--- config.mk ---
export PLATFORM = sky130hd
export DESIGN_NAME = mem_stage_lsu_flat
export DESIGN_NICKNAME = d
export VERILOG_FILES = /design/src/rtl/lsu_pkg.sv /design/src/rtl/mem_stage_lsu_if.sv /design/src/rtl/lsu_align.sv /design/src/rtl/mem_stage_lsu.sv /design/src/flat_wrapper.sv
export SDC_FILE = /design/constraint.sdc
export NUM_CORES = 1
export LEC_CHECK = 0
export CORE_ASPECT_RATIO = 1.4
export CORE_MARGIN = 5
export CORE_UTILIZATION = 47
export DETAILED_ROUTE_END_ITERATION = 12
export HOLD_SLACK_MARGIN = 0.05
export PLACE_DENSITY = 0.81
export SETUP_SLACK_MARGIN = 0.3
export SYNTH_ARGS = -nofsm -noshare
export SYNTH_HDL_FRONTEND = slang
export SYNTH_HIERARCHICAL = 1
export SYNTH_SLANG_ARGS = --single-unit
--- constraint.sdc ---
create_clock -name clk -period 2.1 [get_ports clk]
set_input_delay 0.21 -clock clk [delete_from_list [all_inputs] [get_ports clk]]
set_output_delay 0.21 -clock clk [all_outputs]
set_load 0.01 [all_outputs]
--- src/rtl/lsu_pkg.sv ---
// Shared constants, FSM state type and the misalignment helper for the MEM-stage LSU.
package lsu_pkg;

  localparam logic [2:0] F3_B  = 3'b000;
  localparam logic [2:0] F3_H  = 3'b001;
  localparam logic [2:0] F3_W  = 3'b010;
  localparam logic [2:0] F3_BU = 3'b100;
  localparam logic [2:0] F3_HU = 3'b101;

  typedef enum logic {ST_IDLE, ST_ACCESS} lsu_state_t;

  localparam logic [3:0] BE_B0 = 4'b0001;
  localparam logic [3:0] BE_B1 = 4'b0010;
  localparam logic [3:0] BE_B2 = 4'b0100;
  localparam logic [3:0] BE_B3 = 4'b1000;
  localparam logic [3:0] BE_H0 = 4'b0011;
  localparam logic [3:0] BE_H1 = 4'b1100;
  localparam logic [3:0] BE_W  = 4'b1111;

  // funct3[1:0] encodes the access size; 1x (incl. undefined codes) is a word.
  function automatic logic misaligned(input logic [2:0] f3, input logic [1:0] lo);
    case (f3[1:0])
      2'b00:   return 1'b0;
      2'b01:   return lo[0];
      default: return lo != 2'b00;
    endcase
  endfunction

endpackage

--- src/rtl/mem_stage_lsu_if.sv ---
// Data-memory req/ack bus between the LSU (master) and data memory (slave).
interface mem_stage_lsu_if #(parameter int ADDR_W = 32);
  logic              req;
  logic              we;
  logic [ADDR_W-1:0] addr;
  logic [3:0]        be;
  logic [31:0]       wdata;
  logic              ack;
  logic [31:0]       rdata;

  modport master (output req, we, addr, be, wdata, input ack, rdata);
  modport slave  (input req, we, addr, be, wdata, output ack, rdata);
endinterface

--- src/rtl/lsu_align.sv ---
// Combinational store lane replication / byte-enable generation and load extraction.
module lsu_align
  import lsu_pkg::*;
(
  input  logic [2:0]  funct3,
  input  logic [1:0]  addr_lo,
  input  logic        is_store,
  input  logic [31:0] store_data,
  input  logic [31:0] rdata,
  output logic [3:0]  be,
  output logic [31:0] wdata,
  output logic [31:0] load_data
);

  logic [7:0]  lane_b;
  logic [15:0] lane_h;

  always_comb begin
    be    = '0;
    wdata = '0;
    if (is_store) begin
      case (funct3)
        F3_B, F3_BU: begin
          be    = BE_B0 << addr_lo;
          wdata = {4{store_data[7:0]}};
        end
        F3_H, F3_HU: begin
          be    = addr_lo[1] ? BE_H1 : BE_H0;
          wdata = {2{store_data[15:0]}};
        end
        default: begin
          be    = BE_W;
          wdata = store_data;
        end
      endcase
    end
  end

  always_comb begin
    lane_b = rdata[7:0];
    case (addr_lo)
      2'd1:    lane_b = rdata[15:8];
      2'd2:    lane_b = rdata[23:16];
      2'd3:    lane_b = rdata[31:24];
      default: lane_b = rdata[7:0];
    endcase
    lane_h = addr_lo[1] ? rdata[31:16] : rdata[15:0];

    case (funct3)
      F3_B:    load_data = {{24{lane_b[7]}}, lane_b};
      F3_BU:   load_data = {24'b0, lane_b};
      F3_H:    load_data = {{16{lane_h[15]}}, lane_h};
      F3_HU:   load_data = {16'b0, lane_h};
      default: load_data = rdata;
    endcase
  end

endmodule

--- src/rtl/mem_stage_lsu.sv ---
// MEM-stage load/store unit: req/ack data-memory FSM, MEM/WB bundle and upstream stall.
// Optional misaligned-access trap enabled by defining LSU_MISALIGN_TRAP_EN.
module mem_stage_lsu
  import lsu_pkg::*;
#(
  parameter int ADDR_W = 32,
  parameter int DATA_W = 32
) (
  input  logic              clk,
  input  logic              rst_n,
  input  logic              ex_valid,
  input  logic              ex_mem_read,
  input  logic              ex_mem_write,
  input  logic [2:0]        ex_funct3,
  input  logic [ADDR_W-1:0] ex_alu_result,
  input  logic [DATA_W-1:0] ex_rs2_data,
  input  logic [4:0]        ex_rd,
  input  logic              ex_reg_write,
  mem_stage_lsu_if.master   dmem,
  output logic              mem_stall,
  output logic              wb_valid,
  output logic [4:0]        wb_rd,
  output logic              wb_reg_write,
  output logic [DATA_W-1:0] wb_data
`ifdef LSU_MISALIGN_TRAP_EN
  , output logic              misalign_err
  , output logic [ADDR_W-1:0] misalign_addr
`endif
);

  lsu_state_t        state, nstate;
  logic [ADDR_W-1:0] a_addr;
  logic [DATA_W-1:0] a_rs2;
  logic [2:0]        a_f3;
  logic [4:0]        a_rd;
  logic              a_rw;
  logic              a_we;
  logic              mem_op, mis, issue, in_access;
  logic [3:0]        al_be;
  logic [31:0]       al_wdata, al_load;

  assign mem_op = ex_mem_read | ex_mem_write;
`ifdef LSU_MISALIGN_TRAP_EN
  assign mis = misaligned(ex_funct3, ex_alu_result[1:0]);
`else
  assign mis = 1'b0;
`endif
  assign issue = ex_valid & mem_op & ~mis;

  always_comb begin
    nstate    = state;
    mem_stall = 1'b0;
    case (state)
      ST_IDLE: if (issue) begin
        nstate    = ST_ACCESS;
        mem_stall = 1'b1;
      end
      ST_ACCESS: if (dmem.ack) nstate = ST_IDLE;
                 else          mem_stall = 1'b1;
      default: nstate = ST_IDLE;
    endcase
    // Keep the stall low while reset is held so every output reads zero.
    if (!rst_n) mem_stall = 1'b0;
  end

  lsu_align u_align (
    .funct3     (a_f3),
    .addr_lo    (a_addr[1:0]),
    .is_store   (a_we),
    .store_data (a_rs2),
    .rdata      (dmem.rdata),
    .be         (al_be),
    .wdata      (al_wdata),
    .load_data  (al_load)
  );

  assign in_access  = (state == ST_ACCESS);
  assign dmem.req   = in_access;
  assign dmem.we    = in_access & a_we;
  assign dmem.addr  = in_access ? {a_addr[ADDR_W-1:2], 2'b00} : '0;
  assign dmem.be    = in_access ? al_be : '0;
  assign dmem.wdata = in_access ? al_wdata : '0;

  always_ff @(posedge clk) begin
    if (!rst_n) begin
      state        <= ST_IDLE;
      a_addr       <= '0;
      a_rs2        <= '0;
      a_f3         <= '0;
      a_rd         <= '0;
      a_rw         <= 1'b0;
      a_we         <= 1'b0;
      wb_valid     <= 1'b0;
      wb_rd        <= '0;
      wb_reg_write <= 1'b0;
      wb_data      <= '0;
`ifdef LSU_MISALIGN_TRAP_EN
      misalign_err  <= 1'b0;
      misalign_addr <= '0;
`endif
    end else begin
      state    <= nstate;
      wb_valid <= 1'b0;
`ifdef LSU_MISALIGN_TRAP_EN
      misalign_err <= 1'b0;
`endif
      case (state)
        ST_IDLE: if (ex_valid) begin
          if (issue) begin
            a_addr <= ex_alu_result;
            a_rs2  <= ex_rs2_data;
            a_f3   <= ex_funct3;
            a_rd   <= ex_rd;
            a_rw   <= ex_reg_write;
            a_we   <= ex_mem_write;
          end else if (mem_op) begin
            wb_valid     <= 1'b1;
            wb_rd        <= ex_rd;
            wb_reg_write <= 1'b0;
            wb_data      <= DATA_W'(ex_alu_result);
`ifdef LSU_MISALIGN_TRAP_EN
            misalign_err  <= 1'b1;
            misalign_addr <= ex_alu_result;
`endif
          end else begin
            wb_valid     <= 1'b1;
            wb_rd        <= ex_rd;
            wb_reg_write <= ex_reg_write;
            wb_data      <= DATA_W'(ex_alu_result);
          end
        end
        ST_ACCESS: if (dmem.ack) begin
          wb_valid     <= 1'b1;
          wb_rd        <= a_rd;
          wb_reg_write <= a_rw & ~a_we;
          wb_data      <= a_we ? DATA_W'(a_addr) : DATA_W'(al_load);
        end
        default: ;
      endcase
    end
  end

endmodule

--- src/flat_wrapper.sv ---
// flat-port wrapper written by rule: the top's interface ports become plain ports
module mem_stage_lsu_flat import lsu_pkg::*;
#(
  parameter int ADDR_W = 32,
  parameter int DATA_W = 32
)
  (clk, rst_n, ex_valid, ex_mem_read, ex_mem_write, ex_funct3, ex_alu_result, ex_rs2_data, ex_rd, ex_reg_write, mem_stall, wb_valid, wb_rd, wb_reg_write, wb_data, dmem_req, dmem_we, dmem_addr, dmem_be, dmem_wdata, dmem_ack, dmem_rdata);
  mem_stage_lsu_if #(.ADDR_W(ADDR_W)) dmem_i ();
  input  logic clk;
  input  logic rst_n;
  input  logic ex_valid;
  input  logic ex_mem_read;
  input  logic ex_mem_write;
  input  logic [2:0] ex_funct3;
  input  logic [ADDR_W-1:0] ex_alu_result;
  input  logic [DATA_W-1:0] ex_rs2_data;
  input  logic [4:0] ex_rd;
  input  logic ex_reg_write;
  output logic mem_stall;
  output logic wb_valid;
  output logic [4:0] wb_rd;
  output logic wb_reg_write;
  output logic [DATA_W-1:0] wb_data;
  output wire logic [$bits(dmem_i.req)-1:0] dmem_req;
  output wire logic [$bits(dmem_i.we)-1:0] dmem_we;
  output wire logic [$bits(dmem_i.addr)-1:0] dmem_addr;
  output wire logic [$bits(dmem_i.be)-1:0] dmem_be;
  output wire logic [$bits(dmem_i.wdata)-1:0] dmem_wdata;
  input wire logic [$bits(dmem_i.ack)-1:0] dmem_ack;
  input wire logic [$bits(dmem_i.rdata)-1:0] dmem_rdata;
  assign dmem_req = dmem_i.req;
  assign dmem_we = dmem_i.we;
  assign dmem_addr = dmem_i.addr;
  assign dmem_be = dmem_i.be;
  assign dmem_wdata = dmem_i.wdata;
  assign dmem_i.ack = dmem_ack;
  assign dmem_i.rdata = dmem_rdata;
  mem_stage_lsu #(.ADDR_W(ADDR_W), .DATA_W(DATA_W)) u_core (.clk(clk), .rst_n(rst_n), .ex_valid(ex_valid), .ex_mem_read(ex_mem_read), .ex_mem_write(ex_mem_write), .ex_funct3(ex_funct3), .ex_alu_result(ex_alu_result), .ex_rs2_data(ex_rs2_data), .ex_rd(ex_rd), .ex_reg_write(ex_reg_write), .dmem(dmem_i), .mem_stall(mem_stall), .wb_valid(wb_valid), .wb_rd(wb_rd), .wb_reg_write(wb_reg_write), .wb_data(wb_data));
endmodule
Word-level counts from Yosys, hierarchy flattened
Cells that the tools add are included.

Eq/ne operators: 9. Shift operators: 1. Mux-type cells: 33. Bitwise gates (word level): 6. Reduce and logical (&&, ||, !) cells: 5.

Operators with widths (count): 32-bit two-way mux (7); 32-bit case mux with 2 select lines (2); 32-bit case mux with 4 select lines (1); 8-bit case mux with 3 select lines (1); 16-bit two-way mux (1); 5-bit two-way mux (3); 4-bit two-way mux (3); 1-bit two-way mux (10); 5-bit case mux with 2 select lines (1); 4-bit case mux with 2 select lines (1); 3-bit == test (second input constant) (2); 2-bit != test (second input constant) (3); 1-bit case mux with 2 select lines (3); 3-bit AND reduction (2); 2-bit == test (second input constant) (2); 2-bit OR reduction (2); 1-bit by 2-bit left shift with 4-bit output (first input constant) (1); 1-bit AND (3); 3-bit by 1-bit == test with 1-bit output (second input constant) (1); 3-bit logical NOT (1); 2-bit by 1-bit == test with 1-bit output (second input constant) (1); 1-bit NOT (2); 1-bit bitwise OR (1).

Bits in registers: 114. Input bits: 111. Output and inout port bits: 110. Word-level logic and storage cells: 65.

Logic depth before layout (Yosys ltp)
Gate-level depths: netlist of the first run.

Depth after elaboration: 6. Mapped depth: 8. Gate-level depth less buffers: 6.

Cells and area by module
Netlist of the first run, hierarchy kept.

By module, submodules not included: mem_stage_lsu (instances 1, cells each 602, area each 5341.4 sq um); lsu_align (instances 1, cells each 218, area each 1440.1 sq um).

Worst setup path after synthesis of the first run
Ideal clock, no wire load.

Kind: register -> register. Start point: register u_core.a_addr[1]. End point: register u_core.wb_data[4]. Arrival: 1.697 ns. Data required time: 1.978 ns. Slack: 0.282 ns. Stages on the path, launching flop included: 9. Period minus slack after synthesis: 1.818 ns. Path through: dfxtp_1 -> buf_6 -> clkbuf_1 -> mux2i_1 -> nor2_1 -> a221o_1 -> mux2i_1 -> nor2_1 -> a221o_1.

Word-level cells in the longest chain between the ends: 6. Elaborated cells between the ends (all ways): 9.

Ends and longest elaborated chain: start, declared (line mem_stage_lsu.sv:32) `logic [ADDR_W-1:0] a_addr;`; start signal, assigned (line mem_stage_lsu.sv:110) `a_addr <= ex_alu_result;`; 2-bit == test or 2-bit by 1-bit == test with 1-bit output (tied branches) (line lsu_align.sv:41) `case (addr_lo)`; 8-bit case mux with 3 select lines (line lsu_align.sv:41); 32-bit case mux with 4 select lines (*) (line lsu_align.sv:49) `case (funct3)`; net u_core.al_load[4] (line mem_stage_lsu.sv:40) `logic [31:0] al_wdata, al_load;`; 32-bit two-way mux (*) (line mem_stage_lsu.sv:136) `wb_data <= a_we ? DATA_W'(a_addr) : DATA_W'(al_load);`; 32-bit two-way mux (*) (line mem_stage_lsu.sv:132) `ST_ACCESS: if (dmem.ack) begin`; 32-bit case mux with 2 select lines (*) (line mem_stage_lsu.sv:107) `case (state)`; end signal, assigned (line mem_stage_lsu.sv:120) `wb_data <= DATA_W'(ex_alu_result);`; end signal, assigned (line mem_stage_lsu.sv:129) `wb_data <= DATA_W'(ex_alu_result);`; end signal, assigned (line mem_stage_lsu.sv:136); end, declared (line mem_stage_lsu.sv:24) `output logic [DATA_W-1:0] wb_data`.

The timed path passes the listed nets; every way through them passes the cells marked *. The select of a mux whose other input is x is not followed. A chain may end at the register's enable or synchronous reset.

Final worst setup path of the first run
Start point: register u_core.a_addr[0]. End point: register u_core.wb_data[20].

Word-level cells in the longest chain between the ends: 6. Elaborated cells between the ends (all ways): 8.

Ends and longest elaborated chain (line): 2-bit == test or 2-bit by 1-bit == test with 1-bit output (tied branches) (lsu_align.sv:41); 8-bit case mux with 3 select lines (*) (lsu_align.sv:41); 32-bit case mux with 4 select lines (*) (lsu_align.sv:49); net u_core.al_load[20] (mem_stage_lsu.sv:40); 32-bit two-way mux (*) (mem_stage_lsu.sv:136); 32-bit two-way mux (*) (mem_stage_lsu.sv:132); 32-bit case mux with 2 select lines (*) (mem_stage_lsu.sv:107).

Marked as above.

==> flow_results.org, run 1 <==
** Power
- Static leakage power :: approximately 0.0046 uW
- After layout, the design draws a total of 7180 uW.
- The clock network accounts for 42.0% of the total power.
- Share of power burned in registers :: 33.6%
- Internal Power :: 5100 uW
- Dividing total power by cell area gives a power density of 660 nW/um^2.
- Switching power of the nets :: 2070 uW
- Switching part of the total :: 28.9%
- VDD sags by at most 0.451 mV.
- Comb power frac :: between 20% and 30%

** Floorplan
- Row cnt :: 52
- Area inside the core boundary :: 14,300 um^2
- The die is 152 um tall.
- The die is 112 um wide.
- Area of the die :: around 17,000 um^2
- Initial standard-cell utilization of the core :: a little under half
- 221 I/O pins were placed.

** Layout
- Cells with a size suffix above 1 make up 21.4% of the layout.
- The area growth from synthesis to layout is 60.2%.
- Net count, final :: 1,177
- Summing all non-filler instances in the final layout gives an area of 10,900 um^2.
- Final core utilization :: 75.9%
- After filler insertion, the fill cell instance count of the layout stands at 973.
- The library cell used most frequently in the layout, excluding fill and tap cells, is sky130_fd_sc_hd__clkdlybuf4s50_1.
- The top cell types in the final layout, fill and taps aside, are sky130_fd_sc_hd__clkdlybuf4s50_1 (149), sky130_fd_sc_hd__dfxtp_1 (103), sky130_fd_sc_hd__o21ai_0 (79), sky130_fd_sc_hd__and2_1 (76), sky130_fd_sc_hd__nand3_1 (74).

** Min path
- In this run the most critical hold path is launched from ex_funct3[1].
- The tightest min-delay check is of the input port to flop type.

** Clock tree
- Root buffer cell :: sky130_fd_sc_hd__clkbuf_16
- CTS Buffer Depth :: 2
- CTS Buf Count :: 17
- CTS H-tree depth :: 4
- After clock tree synthesis, the clock-pin slew on the worst setup and hold paths is 0.06 ns.
- TritonCTS clock tree :: yes
- Clock sink total :: 114
- Clock latency on the worst-skew pair :: 0.42 ns

** STA
- Clock period minus final worst setup slack :: a little over 2 ns
- Final count of hold timing violations :: 0
- Clock Skew :: 0.0110 ns
- Worst-margin pin slew :: between 0.5 and 0.6 ns
- Final-report setup violation count :: 0
- Based on the critical path, the design can be clocked at up to ~490 MHz.
- The final count of pins violating max slew was 0.
- Part of the cycle the worst path needs :: 96.9%
- Setup repair after global routing could not meet its margin everywhere.
- On the final layout, the worst hold slack is 0.361 ns.
- In this run the tightest slew margin relative to its limit is 63.5%.

** Setup path
- In this run the worst path has a maximum fanout of 6.
- In this run the worst setup path begins at u_core/a_addr[0].
- In this design, the critical path's most frequently occurring cell is sky130_fd_sc_hd__buf_12.
- Longest individual stage delay on the worst path :: 0.33 ns
- Worst endpoint data arrival time :: between 2 and 2.5 ns
- CP bufs+invs :: 4
- The largest individual stage delay along the critical path comes from the cell sky130_fd_sc_hd__dfxtp_2.
- Required @ worst endpoint :: about 2.4 ns
- The critical path goes through buf_6 > mux2_4 > a22oi_4 > buf_12 > buf_12 > buf_16 > o22ai_4 > mux2i_1 > nor2_1 > a221o_1.
- In this run the critical register-to-register path is launched from u_core/a_addr[0].
- By startpoint and endpoint, the worst setup path is classified as flop to flop.
- The worst setup path is captured at a flop.
- On the critical path the largest part of the delay comes from compound AO/OA/AOI/OAI gates.
- STA classifies the critical path startpoint as a flop.

** Flow run
- Reported max-cap violation count :: 0

** Route
- Total wire length :: 28.6 mm
- Starting DRT DRC Count :: around 860
- In this run the remaining antenna-violating nets after routing total 0.
- Before antenna repair, the detailed router went through 6 iterations.
- After detailed routing, the number of vias per cell comes to 6.09.
- Post-route DRC :: 0
- The detailed router placed 7,731 vias in this run.
- In the final routed layout, each cell accounts on average for approximately 23 um.

** Global route
- Vias in the first global route :: 7,665
- The first global-routing pass estimated 41.9 mm of wire.
- Pin count of the biggest net entering global routing :: 75
- GRT Resource Usage Total :: 31.0%
- Initial antenna violation count :: 2
- Overall overflow remaining after global route :: 0

** Synthesis
- Counting flops with an async set or reset pin after synthesis yields a share of 0%.
- The synthesized design contains 114 register bits.
- In this run, synthesis inferred 0 flip-flops with an integrated enable.
- The cell area that synthesis handed to floorplanning was 6780 um^2.
- The Yosys step of the flow raised 6 warnings.
- Part of the Yosys area used for sequential elements :: 33.7%
- Synthesized netlist cell count :: 820
- After synthesis, the netlist uses 40 different library cells.
- The average instance in the mapped netlist occupies 8.27 um^2.
- For this run, the leading register cell type out of synthesis is sky130_fd_sc_hd__dfxtp_1.

** Place
- Instance area at placement :: 9200 um^2
- Gpl congestion :: just under 0.9
- During placement, the flow inserted port buffers numbering between 200 and 250.
- Sum of net half-perimeters after detailed placement :: 16.4 mm

** Run status
- Outcome :: finished clean
## sequential cells by signal, indices dropped and copies added, names as in the netlist
register	cells
u_core/a_addr	32
u_core/a_rs2	32
u_core/wb_data	32
u_core/a_rd	5
u_core/wb_rd	5
u_core/a_f3	3
u_core/a_rw	1
u_core/a_we	1
u_core/dmem.req	1
u_core/wb_reg_write	1
u_core/wb_valid	1
## stage by stage
step           instances  setup WS, ns  TNS [ns]
6_report            1270        0.0655         0
5_1_grt             1270       -0.0119   -0.0119
4_1_cts             1249         0.111         0
3_5_place_dp        1178       -0.0364   -0.0364
2_1_floorplan        821         0.327         0
3_3_place_gp        1178        0.0623         0
## cell usage after synthesis (7+ instances only)
master / n / area share, %
sky130_fd_sc_hd__o21ai_0: 87 / 6.4
sky130_fd_sc_hd__a221o_1: 39 / 5.8
sky130_fd_sc_hd__buf_4: 9 / 1.0
sky130_fd_sc_hd__buf_2: 15 / 1.1
sky130_fd_sc_hd__a21boi_1: 10 / 1.1
sky130_fd_sc_hd__nor2b_1: 38 / 3.5
sky130_fd_sc_hd__nand2_1: 34 / 1.9
sky130_fd_sc_hd__nand3_1: 74 / 5.5
sky130_fd_sc_hd__clkbuf_1: 46 / 2.5
sky130_fd_sc_hd__buf_6: 8 / 1.3
sky130_fd_sc_hd__nor2_1: 44 / 2.4
sky130_fd_sc_hd__dfxtp_1: 114 / 34
sky130_fd_sc_hd__o221ai_1: 8 / 1.0
sky130_fd_sc_hd__and2_1: 87 / 8.0
sky130_fd_sc_hd__mux2i_1: 61 / 9.0
sky130_fd_sc_hd__o22ai_1: 18 / 1.7
sky130_fd_sc_hd__a21oi_1: 7 / 0.52
sky130_fd_sc_hd__buf_1: 12 / 0.66
sky130_fd_sc_hd__a21boi_0: 72 / 8.0
## cell families after synthesis
kind of cell    share of synthesized area, %
flops                                   33.7
simple gates                            23.0
other cells                           0.0553
buf+inv                                 6.92
compound gates                          26.8
mux                                     9.61
## layer usage
metal  vias up  routed length [um]  track usage (%)
li1       3426                   -                -
met1      3666               10100             33.9
met2       520               14400             53.7
met3       119                2520             7.00
met4         0                1590             19.2
met5         -                   0                0
## power groups by stage
stage                     clock network (uW)  registers [uW]  logic (uW)
after floorplan                            0            2430         729
after global placement                     0            2450        1330
after detailed placement                   0            2450        1340
after CTS                               3010            2400        1610
after global routing                    3130            2420        1830
final                                   3020            2410        1750
## worst min-delay path: cells and delay by family
| family | cells | cell delay (ns) |
|---|---|---|
| and+or+nand+nor | 1 | 0.06 |
| buffers and inverters | 1 | 0.40 |
| AOI/OAI and AO/OA | 1 | 0.06 |
## area by class of cell
cell class	count	area, um^2	share of cell area, %
Timing Repair Buffer	315	3400	31.3
Sequential cell	114	2310	21.2
Clock buffer	17	425	3.92
Multi-Input combinational cell	613	4290	39.5
Clock inverter	15	180	1.66
Inverter	5	18.8	0.173
Tap cell	189	236	2.18
Antenna cell	2	5.00	0.0461
## final timing paths
path | end | slack (ns) | cells after the start
setup / recovery | u_core/wb_data[20] | 0.07 | 10
hold / removal | u_core/a_f3[1] | 0.36 | 3
setup reg to reg | u_core/wb_data[20] | 0.07 | 10
hold reg to reg | u_core/a_rs2[27] | 0.48 | 2
## what timing repair did
item | CTS | global route
hold endpoints to repair | 1 | 0
gates resized for setup | 191 | 105
gates cloned | 8 | 2
pin swaps | 25 | 67
endpoints found under the setup margin | 100 | 92
buffers inserted | 30 | 17
hold buffers | 1 | 0
No activity file was read; power rests on OpenSTA's default activity.
==> run 2: changes to the inputs <==
--- a/config.mk
+++ b/config.mk
@@ -8,6 +8,7 @@
 export CORE_ASPECT_RATIO = 1.4
 export CORE_MARGIN = 5
 export CORE_UTILIZATION = 47
+export CTS_CLUSTER_SIZE = 8
 export DETAILED_ROUTE_END_ITERATION = 12
 export HOLD_SLACK_MARGIN = 0.05
 export PLACE_DENSITY = 0.81
==> constraint.sdc (replaced) <==
create_clock -name clk -period 2.1 [get_ports clk]
set_input_delay 0.525 -clock clk [delete_from_list [all_inputs] [get_ports clk]]
set_output_delay 0.525 -clock clk [all_outputs]
set_load 0.01 [all_outputs]
==> flow_results.org, run 2 (synthesis gave the netlist of run 1 again) <==
** STA
- FMAX :: 419 MHz (-15%)
- Relative max-transition margin :: 61.0% (-2.5 points)
- Final count of hold timing violations :: 0 (unchanged)
- The final count of pins violating max slew came to 0 (unchanged).
- The transition time of the tightest slew-check pin came to 0.583 ns (+0.0361 ns).
- The final worst-path cycle share was 114% (+17 points).
- Final-report setup violation count :: 47 (+47)
- Post-route setup slack :: -0.287 ns (-0.353 ns)
- The worst clock skew on the final layout was 0.0136 ns (+0.00267 ns).
- Clock period minus final worst setup slack :: 2.39 ns (+0.353 ns)
- Setup repair after global routing could not meet its margin everywhere.

** Global route
- Vias in the first global route :: 7,920 (+3.3%)
- Global-route wire length before repair :: 44.4 mm (+5.8%)
- Pin count of the biggest net entering global routing :: 75 (unchanged)
- The overflow left after global routing came to 0 (unchanged).
- GRT Resource Usage Total :: 32.9% (+2.0 points)
- The initial antenna violation count was 1 (-1).

** Layout
- Area growth from synthesis to final layout :: 72.7%
- The net total in the final layout is 1,226 (+4.2%).
- Leaving out fill and tap cells, the most frequent cells in the layout are sky130_fd_sc_hd__dfxtp_1 (102), sky130_fd_sc_hd__clkdlybuf4s50_1 (101), sky130_fd_sc_hd__buf_6 (97), sky130_fd_sc_hd__o21ai_0 (79), sky130_fd_sc_hd__nand3_1 (74).
- The largest registers in the layout are u_core/a_addr (32), u_core/a_rs2 (32), u_core/wb_data (32).
- Leaving out fill and tap cells, the most frequent cell in the layout is sky130_fd_sc_hd__dfxtp_1.
- The fraction of layout cells with a size suffix above 1 was 33.8% (+12 points).

** Setup path
- STA classifies the critical path startpoint as a flop.
- Required @ worst endpoint :: 1.57 ns (-0.83 ns)
- The critical path arrival came to 1.86 ns (-0.48 ns).
- The critical path is of the flop to primary output type.
- Crit Path Max Fanout :: 7 (+1)
- Type of destination of the critical path :: primary output

** Clock tree
- CTS clk-pin slew, worst paths :: 0.05 ns (about the same)
- CTS Buffer Depth :: 2 (unchanged)
- The number of buffers added by the clock tree synthesis step was 17 (unchanged).
- The level count of the clock H-tree was 4 (unchanged).
- TritonCTS built the clock tree.
- The number of sinks handled by clock tree synthesis came to 114 (unchanged).
- The clock latency on the worst-skew pair came to 0.42 ns (about the same).
- The count of hold-fix buffers inserted at cts was 0 (-1).
- Root buffer cell :: sky130_fd_sc_hd__clkbuf_16

** Route
- The via density per instance came to 6.42 (+5.4%).
- The via count is 8,449 (+9.3%).
- Post-route DRC :: 0 (unchanged)
- Starting DRT DRC Count :: 952 (+11%)
- The wire length reported by the detailed router came to 33.5 mm (+17%).
- Post-route antenna net violation count :: 0 (unchanged)
- Pre-Repair DR Iteration Count :: 8 (+2)
- Post-DR wirelength/cell :: 25.5 um (+13%)

** Min path
- In this run the worst hold path is classified as flop to flop.

** Power
- The net load switching power came to 2220 uW (+7.0%).
- The internal power of the cells is 5230 uW (+2.5%).
- The post-route total power is 7450 uW (+3.8%).
- Switching part of the total :: 29.8% (+0.88 points)
- The part of the power in registers is 32.4% (-1.2 points).
- Maximum ir drop on the vdd rail :: 0.521 mV (+16%)
- The static leakage power was 0.00484 uW (+4.5%).
- Clock network fraction of total power :: 39.5% (-2.5 points)
- The total power density per cell area was 636 nW/um^2 (-3.7%).
- Comb power frac :: 28.2% (+3.8 points)

** Run status
- The flow ran to the end, but the final reports show violations.
- The final reports fail on negative setup slack.

** Floorplan
- Area inside the core boundary :: 14,300 um^2 (unchanged)
- The number of placement rows came to 52 (unchanged).
- Chip Width :: 112 um (unchanged)
- The overall die area is 17,000 um^2 (unchanged).
- Initial standard-cell utilization of the core :: 47.4% (unchanged)
- The count of pins on the block boundary is 221 (unchanged).
- The die boundary height was 152 um (unchanged).

** Place
- The final estimated routing congestion in global placement came to 0.906 (+3.9%).
- The sum of net half-perimeters after detailed placement came to 16.9 mm (+3.1%).
- Worst setup slack before clock tree synthesis :: -0.343 ns (-0.306 ns)
- Number of I/O port buffers :: 218 (unchanged)

** Flow run
- Reported max-cap violation count :: 0 (unchanged)
## run 2: cell types whose count changed in the layout (fill, tap and decap cells not counted), sizes merged, moves of 5 or more
cell           previous run  this run
clkdlybuf4s50           149       101
dlygate4sd2              16        45
dlymetal6s2s             23         2
buf                     117       211
inv                       9         4
## run 2: final cells by class
class | count | area, um^2
Clock buffer | 22 | 474
Multi-Input combinational cell | 613 | 4580
Tap cell | 189 | 236
Fill cell | 784 | 2600
Antenna cell | 1 | 2.50
Timing Repair Buffer | 364 | 3980
Clock inverter | 9 | 106
Inverter | 5 | 22.5
Sequential cell | 114 | 2310
## run 2: repair_timing
action / in CTS / in global routing
buffers inserted: 43 / 24
endpoints found under the setup margin: 138 / 117
cloned: 12 / 2
pin swaps: 49 / 62
gates resized for setup: 453 / 172
## run 2: path summary, 6_finish.rpt
check / from / end / slack, ns / cells after the start
max: u_core/a_f3[0] / dmem_wdata[27] / -0.29 / 8
min: u_core/a_rs2[25] / u_core/a_rs2[25] / 0.47 / 2
max reg2reg: u_core/a_addr[0] / u_core/wb_data[21] / -0.04 / 9
min reg2reg: u_core/a_rs2[25] / u_core/a_rs2[25] / 0.47 / 2
## run 2: power by group through the flow
stage               Sequential, uW  Clock (uW)  Combinational, uW
floorplan                     2430           0                735
global placement              2430           0               1410
detailed placement            2440           0               1430
CTS                           2400        2880               1740
global route                  2420        3040               2160
finish                        2410        2940               2100
## run 2: per-layer routing
metal  global-route usage (%)  share of wire, %
met5                        0                 0
met4                     22.8               9.0
met3                     7.72               9.6
met2                     56.1                48
met1                     35.8                33
## run 2: through the flow
| step | setup TNS (ns) | utilization, % | instance area, um^2 | hold slack (ns) | std cells |
|---|---|---|---|---|---|
| 2_1_floorplan | 0 | - | 6800 | 0.453 | 821 |
| 3_3_place_gp | -10.96 | 66.0 | 9450 | 0.463 | 1204 |
| 3_5_place_dp | -13.00 | 66.0 | 9450 | 0.467 | 1204 |
| 4_1_cts | -4.20 | 75.9 | 10900 | 0.461 | 1290 |
| 5_1_grt | -6.92 | 81.8 | 11700 | 0.501 | 1317 |
| 6_report | -4.67 | 81.8 | 11700 | 0.473 | 1317 |
## run 2: critical path: stages (launching register included)
cell and delay, ns:
sky130_fd_sc_hd__dfxtp_4 0.38, sky130_fd_sc_hd__buf_16 0.13, sky130_fd_sc_hd__buf_6 0.10, sky130_fd_sc_hd__mux2i_1 0.20, sky130_fd_sc_hd__buf_4 0.17, sky130_fd_sc_hd__o21ai_2 0.05
sky130_fd_sc_hd__and2_4 0.16, sky130_fd_sc_hd__and2_4 0.15, sky130_fd_sc_hd__buf_6 0.11
==> run 3: changes to the inputs <==
--- a/config.mk
+++ b/config.mk
@@ -8,7 +8,7 @@
 export CORE_ASPECT_RATIO = 1.4
 export CORE_MARGIN = 5
 export CORE_UTILIZATION = 47
-export CTS_CLUSTER_SIZE = 8
+export CTS_CLUSTER_SIZE = 20
 export DETAILED_ROUTE_END_ITERATION = 12
 export HOLD_SLACK_MARGIN = 0.05
 export PLACE_DENSITY = 0.81
==> results of run 3 <==
The final DEF is identical to that of run 2; final timing and power are the same.
